File: src/rtl/rv32_m_ext_unit.sv
// RV32M execution unit: iterative shift-add multiplier and restoring divider
// behind a start/ack handshake with the EX stage.
module rv32_m_ext_unit #(
    parameter int XLEN         = 32,
    parameter int FAST_SPECIAL = 1
) (
    input  logic            i_clk,
    input  logic            i_rst,
    input  logic            i_en,
    input  logic [XLEN-1:0] i_rs1,
    input  logic [XLEN-1:0] i_rs2,
    input  logic [2:0]      i_f3,
    output logic [XLEN-1:0] o_res,
    output logic            o_ack,
    output logic            o_busy
);

    localparam int                CW      = $clog2(XLEN);
    localparam logic [CW-1:0]     LAST    = CW'(XLEN - 1);
    localparam logic [XLEN-1:0]   ONES    = '1;
    localparam logic [XLEN-1:0]   MIN_NEG = {1'b1, {(XLEN-1){1'b0}}};

    typedef enum logic [1:0] {IDLE, CALC, FIX, DONE} state_t;

    state_t            state;
    logic [CW-1:0]     count;
    logic [2:0]        f3;
    logic [XLEN-1:0]   a_abs;
    logic [XLEN-1:0]   b_abs;
    logic              res_neg;
    logic              rem_neg;
    logic [2*XLEN-1:0] acc;      // product, or dividend/quotient shift register in acc[XLEN-1:0]
    logic [XLEN-1:0]   rem;

    // Start-time decode of the incoming operation
    logic            a_neg, b_neg, div_zero, div_ovf;
    logic [XLEN-1:0] a_abs_in, b_abs_in, fast_res;

    always_comb begin
        a_neg    = i_rs1[XLEN-1] && (i_f3 == 3'b001 || i_f3 == 3'b010 ||
                                     i_f3 == 3'b100 || i_f3 == 3'b110);
        b_neg    = i_rs2[XLEN-1] && (i_f3 == 3'b001 || i_f3 == 3'b100 || i_f3 == 3'b110);
        a_abs_in = a_neg ? -i_rs1 : i_rs1;
        b_abs_in = b_neg ? -i_rs2 : i_rs2;
        div_zero = i_f3[2] && (i_rs2 == '0);
        div_ovf  = i_f3[2] && !i_f3[0] && (i_rs1 == MIN_NEG) && (i_rs2 == ONES);
        if (div_zero) fast_res = i_f3[1] ? i_rs1 : ONES;
        else          fast_res = i_f3[1] ? '0 : i_rs1;
    end

    // One iteration of the multiply or divide datapath
    logic [2*XLEN-1:0] mul_addend;
    logic [XLEN:0]     div_shift;
    logic              div_ge;
    logic [XLEN-1:0]   div_diff;

    always_comb begin
        mul_addend = {{XLEN{1'b0}}, a_abs} << count;
        div_shift  = {rem, acc[XLEN-1]};
        div_ge     = div_shift >= {1'b0, b_abs};
        // Low bits suffice: when the trial subtract succeeds the difference is below b_abs.
        div_diff   = div_shift[XLEN-1:0] - b_abs;
    end

    // Sign fix-up and result selection
    logic [2*XLEN-1:0] prod;
    logic [XLEN-1:0]   quot, remv, fix_res;

    always_comb begin
        // NOTE: every combinational output gets a value on every path, so no latch is inferred.
        fix_res = '0;
        prod    = res_neg ? -acc : acc;
        quot    = res_neg ? -acc[XLEN-1:0] : acc[XLEN-1:0];
        remv    = rem_neg ? -rem : rem;
        case (f3)
            3'b000:                 fix_res = prod[XLEN-1:0];
            3'b001, 3'b010, 3'b011: fix_res = prod[2*XLEN-1:XLEN];
            3'b100, 3'b101:         fix_res = quot;
            default:                fix_res = remv;
        endcase
    end

    // NOTE: all state below uses non-blocking assignments so every register samples pre-edge values.
    always_ff @(posedge i_clk or negedge i_rst) begin
        if (!i_rst) begin
            state   <= IDLE;
            count   <= '0;
            f3      <= '0;
            a_abs   <= '0;
            b_abs   <= '0;
            res_neg <= 1'b0;
            rem_neg <= 1'b0;
            acc     <= '0;
            rem     <= '0;
            o_res   <= '0;
            o_ack   <= 1'b0;
            o_busy  <= 1'b0;
        end else begin
            o_ack <= 1'b0;
            case (state)
                IDLE: begin
                    if (i_en) begin
                        f3      <= i_f3;
                        a_abs   <= a_abs_in;
                        b_abs   <= b_abs_in;
                        rem_neg <= a_neg;
                        rem     <= '0;
                        count   <= '0;
                        o_busy  <= 1'b1;
                        if (i_f3[2]) begin
                            acc     <= {{XLEN{1'b0}}, a_abs_in};
                            // x/0 must yield all ones regardless of dividend sign
                            res_neg <= (a_neg ^ b_neg) && !div_zero;
                        end else begin
                            acc     <= '0;
                            res_neg <= a_neg ^ b_neg;
                        end
                        if (FAST_SPECIAL != 0 && (div_zero || div_ovf)) begin
                            o_res <= fast_res;
                            o_ack <= 1'b1;
                            state <= DONE;
                        end else begin
                            state <= CALC;
                        end
                    end
                end
                CALC: begin
                    if (f3[2]) begin
                        rem             <= div_ge ? div_diff : div_shift[XLEN-1:0];
                        acc[XLEN-1:0]   <= {acc[XLEN-2:0], div_ge};
                    end else if (b_abs[count]) begin
                        acc <= acc + mul_addend;
                    end
                    count <= count + 1'b1;
                    if (count == LAST) state <= FIX;
                end
                FIX: begin
                    o_res <= fix_res;
                    o_ack <= 1'b1;
                    state <= DONE;
                end
                default: begin
                    o_busy <= 1'b0;
                    state  <= IDLE;
                end
            endcase
        end
    end

endmodule

File: config.mk
export PLATFORM = sky130hd
export DESIGN_NAME = rv32_m_ext_unit
export DESIGN_NICKNAME = d
export VERILOG_FILES = /design/src/rtl/rv32_m_ext_unit.sv
export SDC_FILE = /design/constraint.sdc
export NUM_CORES = 1
export LEC_CHECK = 0
export CAP_MARGIN = 20
export CORE_ASPECT_RATIO = 2
export CORE_MARGIN = 2
export CORE_UTILIZATION = 35
export CTS_BUF_LIST = sky130_fd_sc_hd__clkbuf_4
export DETAILED_ROUTE_END_ITERATION = 6
export SLEW_MARGIN = 10
export SYNTH_ARGS = -nofsm -noshare
export SYNTH_HDL_FRONTEND = slang
export SYNTH_SLANG_ARGS = --single-unit
File: constraint.sdc
create_clock -name i_clk -period 15.4 [get_ports i_clk]
set_input_delay 3.08 -clock i_clk [delete_from_list [all_inputs] [get_ports i_clk]]
set_output_delay 3.08 -clock i_clk [all_outputs]
set_load 0.03 [all_outputs]
==> flow_metrics.tcl <==
set metrics [dict create \
    cp-start-kind "register" \
    ys_types 75 \
    htreeDepth 2 \
    syn_area_um2 20250 \
    async_flop_share_pct 100.0 \
    drv_slew 0 \
    drt_first_pass_iters 5 \
    r2r-start "count[1]$_DFFE_PN0P_" \
    numCtsBuffers 53 \
    holdCritStartpoint "o_res[15]$_DFFE_PN0P_" \
    core.rowCount 124 \
    vias 20774 \
    r2r_slack_ns 8.69 \
    dieArea_um2 59910 \
    cts_sinks 206 \
    yosysWarnings 0 \
    synth.avg_cell_area_um2 7.681 \
    cts_resized 0 \
    syn-num-nets 2814 \
    grt_pass1_vias 21067 \
    multiInputGateArea_um2 14160 \
    setup_violations 0 \
    ys_seq_area_share_pct 25.46 \
    drt_wl_total_um 90090 \
    tns_ns 0 \
    end_kind "register" \
    final_antenna_net_count 0 \
    outcome "completed" \
    hold_ws_ns 0.4816 \
    final_cell_mix "nand2_1 (342), o21ai_0 (296), nor2_1 (237), a21oi_1 (207), dfrtp_1 (204)" \
    dpl.hpwl_um 72480 \
    layout_setup_ws_ns 8.693 \
    final_common_cell "nand2_1" \
    cp_max_fo 50 \
    cts_hold_buffers 0 \
    finalHoldViolCount 0 \
    syn_inst 2636 \
    period_minus_slack_ns 6.707 \
    rsz0062_at_grt "no" \
    ios 104 \
    clock_latency_ns 0.79 \
    synthFlopType "dfrtp_1" \
    grt_max_degree 75 \
    synth_area_leaders "dfrtp_1 (25%), o21ai_0 (7.3%), ha_1 (6.6%)" \
    maxSlewHeadroom_pct 25.83 \
    track_usage_pct 29.61 \
    drv_cap 0 \
    yosysTopAreaCell "dfrtp_1" \
    skew_ns 0.03009 \
    fin_crit_sh_pct 43.55 \
    cts_root_buffer "clkbuf_4" \
    area_growth_pct 11.33 \
    seq_area_um2 5157 \
    grt_antenna_before_repair 3 \
    die_w_um 174.1 \
    fillers 6018 \
    max_freq_mhz 149.1 \
    drive_above_1_share_pct 7.664 \
    synth_seq_cells 206 \
    synth_top_area_share_pct 25.46 \
    initial_core_util_pct 35.37 \
    min_to "o_res[15]$_DFFE_PN0P_" \
    cts_setup_buffers 0 \
    grt-ovfl-total 0 \
    grt_pass1_wl_um 131800 \
    nets 2841 \
    hold_depth 2 \
    cts_tree "built" \
    drt-initial-drc-count 1428 \
    r2r_cells 18 \
    worstPathArrival_ns 7.41 \
    avgViaCountPerCell 6.008 \
    r2r_end "acc[63]$_DFFE_PN0P_" \
    coreArea_um2 57250 \
    tightest_slew_ns 1.113 \
    hp-class "reg2reg" \
    path_clk_slew_ns 0.07 \
    drc 0 \
    clk_path_buf_depth 3 \
    die_h_um 344.2 \
    crit_required_ns 16.11 \
    globalplace.congestion 1.055 \
    place_ws_ns 8.687 \
    synth_edf_count 0 \
    critical_path_class "reg2reg" \
    wl_per_cell_um 26.05 \
    io_buffers 103 \
]
-- synthesized netlist by cell type, drive strengths merged (19+ instances only) --
master    n
a211oi   19
a21o     59
a21oi   208
a31oi    23
buf      23
clkbuf  147
dfrtp   206
ha      106
inv      84
maj3     24
mux2     23
mux2i    50
mux4     26
nand2   343
nand2b   19
nand3    33
nand4    39
nor2    238
nor3     39
nor4     22
o21ai   301
o21bai   20
o221ai   21
o22ai    38
o31ai    45
or2      19
or3      31
or4      23
xnor2   110
xor2    120
-- stage by stage --
stage | area [um^2] | instances | utilization [%]
after floorplan | 20250 | 2636 | -
after global placement | 21900 | 3363 | 38.26
after detailed placement | 21910 | 3364 | 38.28
after CTS | 22540 | 3457 | 39.37
after global routing | 22540 | 3458 | 39.38
final | 22540 | 3458 | 39.38
-- registers in the layout, summed over array words and instances (netlist names) --
| register | count |
|---|---|
| a_abs | 32 |
| acc | 64 |
| b_abs | 32 |
| count | 5 |
| f3 | 3 |
| o_ack | 1 |
| o_busy | 1 |
| o_res | 32 |
| rem | 32 |
| rem_neg | 1 |
| res_neg | 1 |
| state | 2 |
-- area by class of cell --
cell class / instances / area share, %
Tap cell: 756 / 4.196
Sequential cell: 206 / 22.88
Multi-Input combinational cell: 2175 / 62.81
Clock buffer: 73 / 2.431
Timing Repair Buffer: 142 / 5.911
Clock inverter: 20 / 0.3497
Antenna cell: 1 / 0.01110
Inverter: 85 / 1.415
-- metal layers --
metal	global-route usage [%]	vias up	share of wire, %
met4	34.28	2	14
met2	53.44	881	50
met5	0	-	0.012
met3	4.398	405	5.1
met1	26.29	9843	31
li1	-	9643	-
-- worst max-delay path: stages (launching register included) --
cell and delay (ns):
dfrtp_2 1.08, inv_1 0.51, nor2_1 0.21, a21oi_1 0.08, a21oi_1 0.40, nand2_1 0.09, o21ai_0 0.34, nor2_1 0.09
ha_1 0.44, nand4_1 0.15, o211ai_1 0.13, a21oi_1 0.09, a31oi_1 0.44, a31oi_1 0.38, o21ai_0 0.81, a31oi_1 0.49
o31a_1 0.42, or3_1 0.31, a21oi_1 0.14
-- cells by family after synthesis --
family | after synthesis | synth area share (%)
flip-flops | 206 | 25.46
adder cells (fa/ha/maj) | 132 | 7.934
AND/OR/NAND/NOR | 855 | 19.18
buffers and inverters | 255 | 4.795
multiplexers | 99 | 6.643
XOR/XNOR | 230 | 9.949
AO/OA/AOI/OAI | 859 | 26.04
-- worst max path at each step --
stage / start / end / slack [ns]
6_report: count[1]$_DFFE_PN0P_ / acc[63]$_DFFE_PN0P_ / 8.69
5_1_grt: count[1]$_DFFE_PN0P_ / acc[61]$_DFFE_PN0P_ / 8.66
4_1_cts: count[1]$_DFFE_PN0P_ / acc[63]$_DFFE_PN0P_ / 8.98
3_5_place_dp: i_rs1[14] / o_res[0]$_DFFE_PN0P_ / 8.69
3_3_place_gp: i_rs1[14] / o_res[0]$_DFFE_PN0P_ / 8.76
2_1_floorplan: i_rs1[14] / o_res[2]$_DFFE_PN0P_ / 9.83
Power is left out: the tool's default activity adds up to more than one toggle a clock period on the data nets, which glitch-free logic cannot reach.
